==> src/rtl/loader_pkg.sv <==
// loader_pkg: shared widths and FSM states for the sample_loader slice
package loader_pkg;
    localparam int DATA_W   = 16;
    localparam int SECTOR_W = 4;
    localparam int ADDR_W   = 4;
    typedef enum logic [2:0] {IDLE, LOAD, FLUSH, START, RUN} loader_state_t;
endpackage

==> src/rtl/loader_addr_gen.sv <==
// loader_addr_gen: frame word index counter mapped onto sector/address of the data memory
module loader_addr_gen
    import loader_pkg::*;
#(
    parameter int BASE_SECTOR = 0
) (
    input  logic                clock,
    input  logic                reset_n,
    input  logic                clr,
    input  logic                en,
    output logic [7:0]          idx,
    output logic [SECTOR_W-1:0] sector,
    output logic [ADDR_W-1:0]   addr
);
    always_ff @(posedge clock or negedge reset_n)
        if (!reset_n) idx <= '0;
        else if (clr) idx <= '0;
        else if (en) idx <= idx + 8'd1;
    assign sector = SECTOR_W'(BASE_SECTOR) + idx[7:4];
    assign addr   = idx[3:0];
endmodule

==> src/rtl/sample_loader.sv <==
// sample_loader: streams one sample frame into the core's sectored memory, then starts the core.
// Optional SAMPLE_LOADER_CHECKSUM_EN adds a 16-bit wrap-around checksum output.
module sample_loader
    import loader_pkg::*;
#(
    parameter int NUM_WORDS   = 16,
    parameter int BASE_SECTOR = 0
) (
    input  logic                clock,
    input  logic                reset_n,
    input  logic                go,
    input  logic                s_valid,
    output logic                s_ready,
    input  logic [DATA_W-1:0]   s_data,
    input  logic                s_last,
    output logic                wr_en,
    output logic [SECTOR_W-1:0] wr_sector,
    output logic [ADDR_W-1:0]   wr_addr,
    output logic [DATA_W-1:0]   wr_data,
    output logic                core_start,
    input  logic                core_done,
    output logic                busy,
    output logic                frame_err,
`ifdef SAMPLE_LOADER_CHECKSUM_EN
    output logic [DATA_W-1:0]   checksum,
`endif
    output logic [8:0]          words_loaded
);
    generate
        if (NUM_WORDS < 1 || BASE_SECTOR < 0 || BASE_SECTOR > 15 || NUM_WORDS > 256 - 16 * BASE_SECTOR) begin : g_bad_cfg
            $error("sample_loader: NUM_WORDS/BASE_SECTOR out of range");
        end
    endgenerate

    localparam logic [7:0] LAST_IDX = 8'(NUM_WORDS - 1);

    loader_state_t       state, state_nx;
    logic                xfer, at_end, go_ok;
    logic [7:0]          idx;
    logic [SECTOR_W-1:0] sector;
    logic [ADDR_W-1:0]   addr;

    assign s_ready    = state == LOAD;
    assign busy       = state != IDLE;
    assign core_start = state == START;
    assign xfer       = s_valid && s_ready;
    assign at_end     = idx == LAST_IDX;
    assign go_ok      = state == IDLE && go;

    loader_addr_gen #(.BASE_SECTOR(BASE_SECTOR)) u_addr_gen (
        .clock  (clock),
        .reset_n(reset_n),
        .clr    (go_ok),
        .en     (xfer),
        .idx    (idx),
        .sector (sector),
        .addr   (addr)
    );

    always_comb begin
        state_nx = state;
        case (state)
            IDLE:    state_nx = go ? LOAD : IDLE;
            LOAD:    state_nx = !xfer ? LOAD : at_end ? FLUSH : s_last ? IDLE : LOAD;
            FLUSH:   state_nx = START;
            START:   state_nx = RUN;
            RUN:     state_nx = core_done ? IDLE : RUN;
            default: state_nx = IDLE;
        endcase
    end

    // s_last must coincide exactly with the final index; any mismatch is a framing error
    always_ff @(posedge clock or negedge reset_n)
        if (!reset_n) begin
            state        <= IDLE;
            wr_en        <= 1'b0;
            wr_sector    <= '0;
            wr_addr      <= '0;
            wr_data      <= '0;
            frame_err    <= 1'b0;
            words_loaded <= '0;
        end else begin
            state <= state_nx;
            wr_en <= xfer;
            if (go_ok) begin
                frame_err    <= 1'b0;
                words_loaded <= '0;
            end
            if (xfer) begin
                wr_sector    <= sector;
                wr_addr      <= addr;
                wr_data      <= s_data;
                words_loaded <= {1'b0, idx} + 9'd1;
                if (at_end ^ s_last) frame_err <= 1'b1;
            end
        end

`ifdef SAMPLE_LOADER_CHECKSUM_EN
    always_ff @(posedge clock or negedge reset_n)
        if (!reset_n) checksum <= '0;
        else if (go_ok) checksum <= '0;
        else if (xfer) checksum <= checksum + s_data;
`endif
endmodule
==> config.mk <==
export PLATFORM = sky130hd
export DESIGN_NAME = sample_loader
export DESIGN_NICKNAME = d
export VERILOG_FILES = /design/src/rtl/loader_pkg.sv /design/src/rtl/loader_addr_gen.sv /design/src/rtl/sample_loader.sv
export SDC_FILE = /design/constraint.sdc
export NUM_CORES = 1
export LEC_CHECK = 0
export BUFFER_PORTS_ARGS = -buffer_cell sky130_fd_sc_hd__buf_2
export CORE_MARGIN = 2
export CORE_UTILIZATION = 51
export DETAILED_ROUTE_END_ITERATION = 12
export PLACE_DENSITY = 0.77
export SYNTH_ARGS = -nofsm -noshare
export SYNTH_HDL_FRONTEND = slang
export SYNTH_HIERARCHICAL = 1
export SYNTH_SLANG_ARGS = --single-unit
==> constraint.sdc <==
create_clock -name clock -period 2.2 [get_ports clock]
set_input_delay 0.44 -clock clock [delete_from_list [all_inputs] [get_ports clock]]
set_output_delay 0.44 -clock clock [all_outputs]
set_load 0.1 [all_outputs]
# Word level (Yosys, flattened, before mapping)

Cells that the tools add are included.

$add $sub $neg: 2
Reductions and logical operators: 5
Bitwise logic cells: 1
Mux-type cells: 13
Equality and inequality tests: 5

Operators by type and width:

| kind                                                                   | number |
|---|---|
| 9-bit 2-to-1 mux                                                       | 2 |
| 8-bit 2-to-1 mux                                                       | 2 |
| 3-bit one-hot mux with 5 select lines                                  | 1 |
| 8-bit by 1-bit adder with 9-bit output (second input constant)         | 1 |
| 8-bit by 1-bit adder with 8-bit output (second input constant)         | 1 |
| 8-bit by 4-bit equality test with 1-bit output (second input constant) | 1 |
| 3-bit by 2-bit equality test with 1-bit output (second input constant) | 2 |
| 1-bit 2-to-1 mux                                                       | 5 |
| 2-bit 2-to-1 mux                                                       | 2 |
| 3-bit by 1-bit equality test with 1-bit output (second input constant) | 1 |
| 3-bit equality test (second input constant)                            | 1 |
| 3-bit zero test                                                        | 1 |
| 3-bit 2-to-1 mux                                                       | 1 |
| 3-bit nonzero test                                                     | 1 |
| 1-bit logical AND                                                      | 2 |
| 2-bit nonzero test                                                     | 1 |
| 1-bit bitwise XOR                                                      | 1 |

Register bits after elaboration: 46
Word-level logic and storage cells: 34
Output and inout port bits: 38

# Depth between registers and ports, before layout

Depth after elaboration: 5
Depth in mapped cells: 8

# Modules after synthesis

Netlist, hierarchy kept.

By module, submodules not included:

| module          | cells an instance | sequential area each (sq um) | area each (sq um) | instances |
|---|---|---|---|---|
| sample_loader   | 171               | 950.9                        | 1631.6            | 1 |
| loader_addr_gen | 45                | 200.2                        | 456.7             | 1 |

# Worst setup path after synthesis

Ideal clock, no wire load.

Kind: register to output
Start point: register state[1]
End point: output s_ready
Required time: 1.760 ns
Buffers on the path: 0
Cell stages (with the launch flop): 2
Slack: -0.886 ns
Arrival time: 2.646 ns
Path through: dfrtp_1 nor3b_1

Word-level cells in the longest chain between the ends: 1

Ends and longest elaborated chain:

| element                                        | line                | source |
|---|---|---|
| from (decl)                                    | sample_loader.sv:37 | `loader_state_t state, state_nx;` |
| from (signal assigned)                         | sample_loader.sv:83 | `state <= state_nx;` |
| 3-bit by 1-bit equality test with 1-bit output | sample_loader.sv:43 | `assign s_ready = state == LOAD;` |
| to (decl)                                      | sample_loader.sv:13 | `output logic s_ready,` |

Every way passes these cells.

# Worst setup path in the final report

Start point: register state[2]
End point: register u_addr_gen.idx[7]

Word-level cells in the longest chain between the ends: 3

Ends and longest elaborated chain:

| element                                                | line                  | source |
|---|---|---|
| 3-bit zero test *                                      | sample_loader.sv:48   | `assign go_ok = state == IDLE && go;` |
| 1-bit logical AND *                                    | sample_loader.sv:48   |  |
| net go_ok                                              | sample_loader.sv:38   | `logic xfer, at_end, go_ok;` |
| 8-bit 2-to-1 mux or 2-bit nonzero test (tied branches) | -                     |  |
| to (signal assigned)                                   | loader_addr_gen.sv:18 | `else if (en) idx <= idx + 8'd1;` |
| to (decl)                                              | loader_addr_gen.sv:11 | `output logic [7:0] idx,` |

Mark *: on every way through the listed nets, which the timed path passes. The rest lies on a longest branch.
A chain may end at the register's enable or synchronous reset.

==> metrics.cfg <==
[outcome]
status = completed

[timing]
finalMaxSlewViolations = 0
skew_ns = 0.004187
worst_slack_ns = 0.2705
holdWs_ns = 0.2118
hold_violations = 0
worst_slew_pin_slew_ns = 0.5493
timing.fmax_mhz = 518.3
slew-limit-headroom_pct = 63.38
rsz0062_at_grt = false
min_period_ns = 1.929
min_period_over_period_pct = 87.70
finalSetupViolations = 0
tns_ns = 0

[floorplanning]
num_rows = 23
start_util_pct = 52.58
io-pin-count = 60
core_sq_um = 3971
dieArea_sq_um = 4623
die_y_um = 67.99
die_w_um = 67.99

[clock_tree]
root_buffer = clkbuf_8
clkTransAtPathRegs_ns = 0.08
clockBufferDepth = 2
cts.sinks = 46
hold_buffers = 0
post_cts_buffers = 0
h-tree-depth = 2
cts_tree = yes
cts_resized = 0
numCtsBuffers = 5
clkLatencyLatePin_ns = 0.29

[power]
p_leak_nw = 1.408
ir_drop_uv = 775.6
powerDensity_nw_per_um2 = 1406
total_power_mw = 3.476

[setup_path]
critPathKind = flip-flop to flip-flop
reg2reg_from = state[2]
crit_start = state[2]
crit_path_max_fanout = 8
worstPathRequired_ns = 2.42
cp_data_arrival_time_ns = 2.15
end_kind = flip-flop
r2r_slack_ns = 0.27
start_kind = flip-flop

[routing]
wl_mm = 4.167
vias = 1653
drcViolationCount = 0
drt_iter0_drc = 100
first_pass_iters = 5
drt.antenna.violating_nets = 0
wire_per_inst_um = 12.98
viasPerCell = 5.150

[grt]
grt_pass1_wl_mm = 6.596
grt_pass1_vias = 1444
grt-ovfl-total = 0
gr-usage-all-layers_pct = 19.23
grt_max_degree = 47
antenna_found_initial = 0

[worst_hold_path]
hold_class = input port to async pin

[synth]
synth_flop_cell = dfrtp_1
yosysSeqAreaShare_pct = 55.12
avgSynthCellArea_sq_um = 9.668
synth_edf_count = 0
synth_area_sq_um = 2088
syn_inst = 216
yosysWarnings = 6
ys_ff_latch = 46
async_reset_ff_share_pct = 100.0
syn_nets = 241
synth_cell_types = 32

[place]
port_buffers = 59
pre_cts_slack_ns = 0.3588
gp_congestion = 0.8612
hpwl_mm = 2.833

[cells_and_area]
ff_latch_area_sq_um = 1151
fill_cells = 340
antenna_cells = 0
fin_nets = 295
multi_input_area_sq_um = 808.3
drive_above_1_share_pct = 28.04
area_growth_pct = 18.39

[run]
drv_cap = 0

==> through the flow <==
step | cell area, sq um | utilization, % | instances
after floorplan | 2098 | - | 216
after global placement | 2381 | 59.96 | 313
after detailed placement | 2381 | 59.96 | 313
after CTS | 2472 | 62.26 | 321
after global routing | 2472 | 62.26 | 321
final | 2472 | 62.26 | 321
==> registers in the layout, indices dropped and copies added (netlist names) <==
name,count
u_addr_gen/idx,8
wr_data,16
words_loaded,9
wr_en,1
state,3
wr_sector,4
wr_addr,4
frame_err,1
==> cells in the mapped netlist, types with 2 or more instances <==
master | n | area share, %
a21oi_1 | 5 | 1.2
nand3_1 | 5 | 1.2
mux2i_1 | 2 | 0.96
buf_2 | 6 | 1.4
ha_1 | 3 | 1.8
xnor2_1 | 3 | 1.3
nor4_1 | 4 | 1.2
o21ai_0 | 5 | 1.2
or3_1 | 5 | 1.5
xor2_1 | 4 | 1.7
dfrtp_1 | 46 | 55
a211o_1 | 3 | 1.3
nor2_1 | 6 | 1.1
inv_1 | 5 | 0.90
nand4_1 | 4 | 1.2
nand2_1 | 78 | 14
o211a_1 | 3 | 1.4
a22o_1 | 3 | 1.3
buf_4 | 12 | 4.3
o2bb2ai_1 | 2 | 0.84
==> worst max-delay path: stages, from the launching register on <==
cell and delay (ns):
dfrtp_1 0.46, or3_4 0.41, nor2_1 0.24, o2111ai_4 0.19
or3_1 0.39, a21oi_1 0.16
==> worst paths after layout <==
check | to | cells after the start
min | wr_addr[0] | 2
max in group asynchronous | words_loaded[3] | 2
max | u_addr_gen/idx[7] | 5
max reg2reg | u_addr_gen/idx[7] | 5
min in group clock | wr_data[7] | 3
min reg2reg | wr_addr[2] | 2
==> report_power, final <==
part / total (mW) / internal [mW] / leakage [nW] / switching, mW
logic: 1.81 / 0.282 / 0.755 / 1.53
clock network: 0.520 / 0.254 / 0.0482 / 0.267
registers: 1.15 / 1.02 / 0.605 / 0.126
==> area by class of cell <==
cell class,count,share of cell area (%)
clock buffer,7,3.492
clock inverter,1,0.2024
inverter,5,0.7591
multi-input combinational,147,32.69
sequential,46,46.56
tap,50,2.530
timing repair buffer,65,13.77
==> cells in the final DEF, fill, tap and decap left out, drive strengths merged, types with 2 or more instances in the layout <==
master and instances:
nand2 78, buf 65, dfrtp 46, clkbuf 7
nor2 6, inv 5, a21oi 5, o21ai 5
nand3 5, or3 5, nor4 4, nand4 4
xor2 4, xnor2 3, a22o 3, o211a 3
a211o 3, ha 3, mux2i 2, o2bb2ai 2
==> cell families after synthesis <==
group / share of synthesized area (%)
multiplexers: 0.9587
XOR/XNOR: 2.936
AO/OA/AOI/OAI: 9.168
buffers and inverters: 6.651
adder cells (fa/ha/maj): 1.798
flip-flops: 55.12
AND/OR/NAND/NOR: 23.37
==> metal layers <==
metal	routed length, um	up-vias	track usage, %	share of wire (%)
met3	287	5	5.921	6.9
met5	0	-	0	0
li1	-	815	-	-
met1	1902	777	26.94	46
met4	44	0	5.750	1.1
met2	1932	56	28.76	46
No activity file was read; power rests on OpenSTA's default activity.
